**src/rtl/cpu_ctrl_pkg.sv**
```systemverilog
// -----------------------------------------------------------------------------
// cpu_ctrl_pkg
//   Shared definitions for the pipeline control blocks:
//     - register address width and forwarding select width
//     - forwarding select encoding (matches the EX operand mux data order)
//     - shadow-stage records used to track in-flight destination registers
// -----------------------------------------------------------------------------
package cpu_ctrl_pkg;

    localparam int NB_REG = 5;
    localparam int NB_SEL = 2;

    // Operand mux select encoding; 2'b11 is never driven.
    localparam logic [NB_SEL-1:0] FWD_REGFILE = 2'b00;
    localparam logic [NB_SEL-1:0] FWD_MEMWB   = 2'b01;
    localparam logic [NB_SEL-1:0] FWD_EXMEM   = 2'b10;

    // ID/EX shadow record: enough to drive forwarding for the EX operands
    // and to spot a load whose result the next instruction needs.
    typedef struct packed {
        logic              valid;
        logic [NB_REG-1:0] rs;
        logic [NB_REG-1:0] rt;
        logic [NB_REG-1:0] rd;
        logic              reg_write;
        logic              mem_read;
    } idex_t;

    // EX/MEM and MEM/WB shadow record: only the producer side matters here.
    typedef struct packed {
        logic              valid;
        logic [NB_REG-1:0] rd;
        logic              reg_write;
    } exwb_t;

endpackage

```
**src/rtl/fwd_src_sel.sv**
```systemverilog
// -----------------------------------------------------------------------------
// fwd_src_sel
//   Forwarding source select for one EX-stage operand. Purely combinational
//   priority compare: the EX/MEM producer (youngest) wins over MEM/WB, and
//   register 0 is never forwarded.
//
// Ports:
//   src              source register of the EX instruction for this operand
//   exmem_valid      EX/MEM holds a real instruction
//   exmem_reg_write  EX/MEM instruction writes the register file
//   exmem_rd         EX/MEM destination register
//   memwb_valid      MEM/WB holds a real instruction
//   memwb_reg_write  MEM/WB instruction writes the register file
//   memwb_rd         MEM/WB destination register
//   sel              operand mux select (FWD_REGFILE / FWD_MEMWB / FWD_EXMEM)
// -----------------------------------------------------------------------------
module fwd_src_sel
    import cpu_ctrl_pkg::*;
#(
    parameter int NB_REG = cpu_ctrl_pkg::NB_REG
) (
    input  logic [NB_REG-1:0] src,
    input  logic              exmem_valid,
    input  logic              exmem_reg_write,
    input  logic [NB_REG-1:0] exmem_rd,
    input  logic              memwb_valid,
    input  logic              memwb_reg_write,
    input  logic [NB_REG-1:0] memwb_rd,
    output logic [NB_SEL-1:0] sel
);

    logic exmem_hit;
    logic memwb_hit;

    assign exmem_hit = exmem_valid && exmem_reg_write
                       && (exmem_rd != '0) && (exmem_rd == src);
    assign memwb_hit = memwb_valid && memwb_reg_write
                       && (memwb_rd != '0) && (memwb_rd == src);

    always_comb begin
        sel = FWD_REGFILE;
        if (exmem_hit) begin
            sel = FWD_EXMEM;
        end else if (memwb_hit) begin
            sel = FWD_MEMWB;
        end
    end

endmodule

```
**src/rtl/fwd_hazard_ctrl.sv**
```systemverilog
// -----------------------------------------------------------------------------
// fwd_hazard_ctrl
//   Control side of the EX-stage 3:1 operand muxes. Keeps a shadow copy of
//   the ID/EX, EX/MEM and MEM/WB destination info, drives the operand A/B
//   forward selects and detects load-use hazards (one-cycle stall + bubble).
//   All shadow state advances only when the debug unit's enable is high.
//
// Build option:
//   FWD_STATS_EN  when defined, o_stall_count / o_fwd_count are live
//                 wrapping counters; otherwise they are tied to 0 and no
//                 counter flops exist.
//
// Ports:
//   i_clk           system clock
//   i_rst           synchronous reset, active-high (wins over i_en)
//   i_en            pipeline advance enable; state frozen when 0
//   i_id_valid      ID stage holds a real instruction
//   i_id_rs         ID source register 1
//   i_id_rt         ID source register 2
//   i_id_rd         ID destination register (already rt/rd-resolved)
//   i_id_reg_write  ID instruction writes the register file
//   i_id_mem_read   ID instruction is a load
//   o_fwd_a         operand A mux select for the EX instruction
//   o_fwd_b         operand B mux select for the EX instruction
//   o_stall         hold PC and IF/ID this cycle
//   o_bubble        zero ID/EX control this cycle
//   o_stall_count   total enabled stall cycles
//   o_fwd_count     total enabled cycles with any non-zero forward select
// -----------------------------------------------------------------------------
module fwd_hazard_ctrl
    import cpu_ctrl_pkg::*;
#(
    parameter int NB_REG = cpu_ctrl_pkg::NB_REG,
    parameter int NB_SEL = cpu_ctrl_pkg::NB_SEL,
    parameter int NB_CNT = 32
) (
    input  logic              i_clk,
    input  logic              i_rst,
    input  logic              i_en,
    input  logic              i_id_valid,
    input  logic [NB_REG-1:0] i_id_rs,
    input  logic [NB_REG-1:0] i_id_rt,
    input  logic [NB_REG-1:0] i_id_rd,
    input  logic              i_id_reg_write,
    input  logic              i_id_mem_read,
    output logic [NB_SEL-1:0] o_fwd_a,
    output logic [NB_SEL-1:0] o_fwd_b,
    output logic              o_stall,
    output logic              o_bubble,
    output logic [NB_CNT-1:0] o_stall_count,
    output logic [NB_CNT-1:0] o_fwd_count
);

    idex_t idex;
    exwb_t exmem;
    exwb_t memwb;

    logic              stall;
    logic [NB_SEL-1:0] fwd_a;
    logic [NB_SEL-1:0] fwd_b;

    // Load-use: the load in EX has not produced data yet, so a dependent
    // instruction in ID must wait one cycle; it then picks the value up
    // from MEM/WB when it reaches EX.
    assign stall = i_id_valid && idex.valid && idex.mem_read
                   && (idex.rd != '0)
                   && ((idex.rd == i_id_rs) || (idex.rd == i_id_rt));

    always_ff @(posedge i_clk) begin
        if (i_rst) begin
            idex  <= '0;
            exmem <= '0;
            memwb <= '0;
        end else if (i_en) begin
            memwb <= exmem;
            exmem <= '{valid:     idex.valid,
                       rd:        idex.rd,
                       reg_write: idex.reg_write};
            if (stall || !i_id_valid) begin
                idex <= '0;
            end else begin
                idex <= '{valid:     1'b1,
                          rs:        i_id_rs,
                          rt:        i_id_rt,
                          rd:        i_id_rd,
                          reg_write: i_id_reg_write,
                          mem_read:  i_id_mem_read};
            end
        end
    end

    fwd_src_sel #(.NB_REG(NB_REG)) u_sel_a (
        .src             (idex.rs),
        .exmem_valid     (exmem.valid),
        .exmem_reg_write (exmem.reg_write),
        .exmem_rd        (exmem.rd),
        .memwb_valid     (memwb.valid),
        .memwb_reg_write (memwb.reg_write),
        .memwb_rd        (memwb.rd),
        .sel             (fwd_a)
    );

    fwd_src_sel #(.NB_REG(NB_REG)) u_sel_b (
        .src             (idex.rt),
        .exmem_valid     (exmem.valid),
        .exmem_reg_write (exmem.reg_write),
        .exmem_rd        (exmem.rd),
        .memwb_valid     (memwb.valid),
        .memwb_reg_write (memwb.reg_write),
        .memwb_rd        (memwb.rd),
        .sel             (fwd_b)
    );

    assign o_fwd_a  = fwd_a;
    assign o_fwd_b  = fwd_b;
    assign o_stall  = stall;
    assign o_bubble = stall;

`ifdef FWD_STATS_EN
    logic [NB_CNT-1:0] stall_cnt;
    logic [NB_CNT-1:0] fwd_cnt;

    // Counters wrap naturally at all-ones.
    always_ff @(posedge i_clk) begin
        if (i_rst) begin
            stall_cnt <= '0;
            fwd_cnt   <= '0;
        end else if (i_en) begin
            if (stall) begin
                stall_cnt <= stall_cnt + 1'b1;
            end
            if ((fwd_a != FWD_REGFILE) || (fwd_b != FWD_REGFILE)) begin
                fwd_cnt <= fwd_cnt + 1'b1;
            end
        end
    end

    assign o_stall_count = stall_cnt;
    assign o_fwd_count   = fwd_cnt;
`else
    assign o_stall_count = '0;
    assign o_fwd_count   = '0;
`endif

endmodule

```
**config.mk**
```make
export PLATFORM = sky130hd
export DESIGN_NAME = fwd_hazard_ctrl
export DESIGN_NICKNAME = d
export VERILOG_FILES = /design/src/rtl/cpu_ctrl_pkg.sv /design/src/rtl/fwd_src_sel.sv /design/src/rtl/fwd_hazard_ctrl.sv
export SDC_FILE = /design/constraint.sdc
export NUM_CORES = 1
export LEC_CHECK = 0
export ABC_AREA = 1
export CAP_MARGIN = 10
export CORE_UTILIZATION = 40
export CTS_CLUSTER_DIAMETER = 30
export DETAILED_ROUTE_END_ITERATION = 16
export GPL_TIMING_DRIVEN = 0
export PLACE_DENSITY = 0.84
export SLEW_MARGIN = 30
export SYNTH_ARGS = -nofsm -noshare
export SYNTH_HDL_FRONTEND = slang
export SYNTH_HIERARCHICAL = 1
export SYNTH_SLANG_ARGS = --single-unit
```
**constraint.sdc**
```tcl
create_clock -name i_clk -period 1.5 [get_ports i_clk]
set_input_delay 0.3 -clock i_clk [delete_from_list [all_inputs] [get_ports i_clk]]
set_output_delay 0.3 -clock i_clk [all_outputs]
set_load 0.03 [all_outputs]
```
==> results.rst <==
.. list-table::
   :header-rows: 1

   * - Metric
     - Value
   * - Result of the run
     - finished, violations left
   * - Failing checks
     - setup timing
   * - Clock slew at reported path FFs
     - 60 ps
   * - Maximum VDD drop
     - 467.7 uV
   * - First-pass GRT wire length
     - 8866 um
   * - Predominant post-synthesis flop cell
     - sky130_fd_sc_hd__dfxtp_1
   * - Overall fraction of global-route tracks in use
     - 18.20%
   * - Kind of cell with the highest combined delay on the critical path
     - buffers and inverters
   * - Final hold violations
     - 0
   * - Final critical-path setup slack
     - -314.6 ps
   * - Register bit total from synthesis
     - 32
   * - Critical path required time
     - between 1000 and 1500 ps
   * - Internal
     - 1.528 mW
   * - Post-detailed-placement half-perimeter wirelength
     - 4141 um
   * - Port Buffers
     - 26
   * - Number of nets in the layout
     - 496
   * - Area of the core
     - 5642 um^2
   * - Setup slack on the worst flop-to-flop path
     - -40 ps
   * - Final worst clock skew
     - 3.452 ps
   * - Maximum fanout along the worst path
     - 5
   * - Width of the die
     - 79.60 um
   * - Count of yosys warnings during synthesis
     - 6
   * - Number of buffers inserted for hold repair after clock tree synthesis
     - 0
   * - Total buffers and inverters traversed by the critical path
     - 4
   * - Gate power share
     - 28.3%
   * - Type of the tightest min-delay check
     - primary input to flop
   * - Top post-synthesis cells by count
     - sky130_fd_sc_hd__nand2_1 (119), sky130_fd_sc_hd__buf_4 (67), sky130_fd_sc_hd__inv_1 (35)
   * - Non-filler cells in the finished layout
     - 547
   * - Count of TritonRoute iterations in the first routing pass
     - 4
   * - Total Routed Length
     - 5541 um
   * - Antenna viol nets, final
     - 0
   * - Vertical extent of the die
     - 79.60 um
   * - Met2 Usage GRT
     - 32.99%
   * - Grt total ovfl
     - 0
   * - Cell at the root of the clock tree
     - sky130_fd_sc_hd__clkbuf_8
   * - Clock tree from TritonCTS
     - built
   * - Placed cell areas
     - 3009 um^2
   * - Largest net degree at the start of global routing
     - 11
   * - Yosys top cell by area
     - sky130_fd_sc_hd__dfxtp_1
   * - Avg Synthesized Cell Area
     - roughly 6.4 um^2
   * - Number of DRC violations after detailed-routing iteration 0
     - 110
   * - Final weighted congestion in routability-driven placement
     - 0.9016
   * - End-of-flow core utilization
     - 56.75%
   * - Worst Max-Slew Pin Slew
     - 628.5 ps
   * - Sink Count
     - 32
   * - Met3 Usage GRT
     - 3.543%
   * - Proportion of layout cells with a drive suffix above 1
     - approximately a third
   * - Worst setup path category
     - flop to output pin
   * - Layout overhead on the synthesized area
     - 32.94%
   * - Ys async rst share
     - 0%
   * - Highest attainable clock frequency
     - 551.1 MHz
   * - Data arrival time of the critical path
     - 1510 ps
   * - Clock Latency Late Sink
     - 290 ps
   * - Mean number of vias per cell
     - 4.230
   * - Endpoint kind of the worst setup timing path
     - output pin
   * - Number of placed cells counting well taps
     - 536
   * - Final Critical Period
     - 1815 ps
   * - Fill cell instance count of the final layout
     - 535
   * - Number of I/O pins
     - 91
   * - Number of diodes added for antenna fixing
     - 0
   * - Initial core utilization
     - 42.69%
   * - CTS max path bufs
     - 2
   * - Period utilisation layout
     - 121.0%
   * - Switching part of the total
     - about a third
   * - Max-slew violation count
     - 0
   * - Full die area
     - 6335 um^2
   * - Critical Path Slowest Stage Cell
     - sky130_fd_sc_hd__dfxtp_4
   * - Number of buffers created by CTS
     - 5
   * - Netlist area before placement
     - ~2400 um^2
   * - Cells along the critical path
     - nor2_1, nand4_1, nand4_1, inv_1, nand2_8, clkinvlp_4, buf_6, buf_6
   * - Routed wirelength normalized by instance count
     - 10.13 um
   * - Setup repair after global routing missed its margin
     - true
   * - Count of mapped cells out of synthesis
     - about 380
   * - Max cap viols
     - 0
   * - Part of the power in the clock network
     - a little under a third
   * - DR DRC count
     - 0
   * - Most heavily used metal layer in global routing
     - met2
   * - Final cell area excluding filler cells
     - 3202 um^2
   * - Power density over the cells
     - 719.2 nW/um^2
   * - Part of the power in registers
     - 40.1%
   * - Type of element launching the critical path
     - flop
   * - Number of global-route vias before repair
     - just over 2000
   * - Antenna violations before repair
     - 0
   * - Core Rows
     - 27
   * - Share of the yosys chip area belonging to registers
     - 26.60%
   * - Total number of vias
     - 2314
   * - Top cells by area, synth
     - sky130_fd_sc_hd__dfxtp_1 (27%), sky130_fd_sc_hd__buf_4 (21%), sky130_fd_sc_hd__nand2_1 (19%)
   * - Share of the synthesized area in the top cell type
     - between 20% and 30%
   * - Post-synth EDFFs
     - 0
   * - Remaining max-slew budget at the tightest pin
     - 58.10%
   * - P_sw
     - 0.7746 mW
   * - Most frequent cell after synthesis
     - sky130_fd_sc_hd__nand2_1
   * - Biggest cell delay along the critical path
     - 370 ps
   * - Final setup vio count
     - 15
   * - Aggregate negative setup slack
     - -1412 ps
   * - Leak Pwr
     - 1.585 nW
   * - Synth unique cells
     - 23
   * - M1 GR Usage
     - 19.32%
   * - H-tree levels
     - 2
-- flip-flops by register name (all words and copies together) (netlist names) --
register and cells:
idex 18, memwb 7, exmem 7
-- power groups by stage --
stage	clock network (mW)	registers [mW]	logic (mW)
after global placement	0	0.947	0.623
after global routing	0.776	0.929	0.707
final	0.728	0.923	0.652
after detailed placement	0	0.948	0.633
after CTS	0.739	0.926	0.631
after floorplan	0	0.934	0.528
-- path summary, 6_finish.rpt --
path,endpoint,from,cells past startpoint
worst max register to register,idex[11]$_SDFFE_PP0P_,idex[3]$_SDFFE_PP0P_,11
worst min-delay path,idex[8]$_SDFFE_PP0P_,i_id_rt[1],3
worst min register to register,idex[1]$_SDFFE_PP0P_,idex[1]$_SDFFE_PP0P_,2
worst max-delay path,o_stall,idex[3]$_SDFFE_PP0P_,8
-- kinds of logic (layout without fill, tap and decap cells) --
| kind of cell | count (synthesis) | count (layout) | synth area share, % |
|---|---|---|---|
| AND/OR/NAND/NOR | 181 | 181 | 32.42 |
| buffers and inverters | 123 | 160 | 30.70 |
| AO/OA/AOI/OAI | 36 | 36 | 9.403 |
| flip-flops | 32 | 32 | 26.60 |
| XOR/XNOR | 2 | 2 | 0.7274 |
| other | 1 | 64 | 0.1557 |
-- metal layers --
layer / part of all wire [%] / vias to the layer above / routed length [um]
met5: 0 / - / 0
met4: 2.1 / 0 / 114
met3: 8.9 / 12 / 493
met2: 52 / 110 / 2862
met1: 37 / 974 / 2070
li1: - / 1218 / -
-- metrics by stage --
step	setup slack [ps]	power, mW	hold slack (ps)
2_1_floorplan	-60.69	1.462	378.5
3_3_place_gp	-1134	1.569	459.4
3_5_place_dp	-1183	1.581	456.2
4_1_cts	-286.3	2.296	437.5
5_1_grt	-371.7	2.411	460.5
6_report	-314.6	2.303	443.9
-- area by class of cell --
| class | instances | area (um^2) | area share, % |
|---|---|---|---|
| multi-input cells | 283 | 1292 | 40.37 |
| flip-flops and latches | 32 | 696.9 | 21.77 |
| plain buffers | 75 | 549.3 | 17.16 |
| repair buffers | 31 | 289.0 | 9.027 |
| inverters | 47 | 187.7 | 5.862 |
| clock buffers | 7 | 96.34 | 3.009 |
| well taps | 72 | 90.09 | 2.814 |
-- cell usage in the layout, fill, tap and decap left out, drive strengths merged --
cell           Yosys  final
dlygate4sd2        0     10
nor2              32     32
nand3             23     23
a21oi             31     31
clkinv             2      2
buf               72     82
dfxtp             32     32
nand4              4      4
inv               45     44
clkinvlp           0      1
a211oi             5      5
xnor2              2      2
conb               1     64
clkdlybuf4s50      0     10
nand2            122    122
clkbuf             4     11
-- worst reg2reg max path, cell delays in order, from the launching register on --
cell	delay [ps]
sky130_fd_sc_hd__dfxtp_4	380
sky130_fd_sc_hd__inv_4	40
sky130_fd_sc_hd__nand2_2	50
sky130_fd_sc_hd__nand2_1	50
sky130_fd_sc_hd__nor2_1	100
sky130_fd_sc_hd__nand3_1	100
sky130_fd_sc_hd__nand2_2	130
sky130_fd_sc_hd__nand2_8	60
sky130_fd_sc_hd__buf_4	190
sky130_fd_sc_hd__buf_6	150
sky130_fd_sc_hd__nand3_1	70
sky130_fd_sc_hd__a21oi_1	70
-- repair_timing --
| item | 4_1_cts | 5_1_grt |
|---|---|---|
| buffers inserted | 4 | 2 |
| gates resized for setup | 76 | 26 |
| endpoints found under the hold margin | 0 | 0 |
| pin swaps | 13 | 15 |
| setup endpoints to repair | 15 | 25 |
Power figures use the tool's default switching activity.
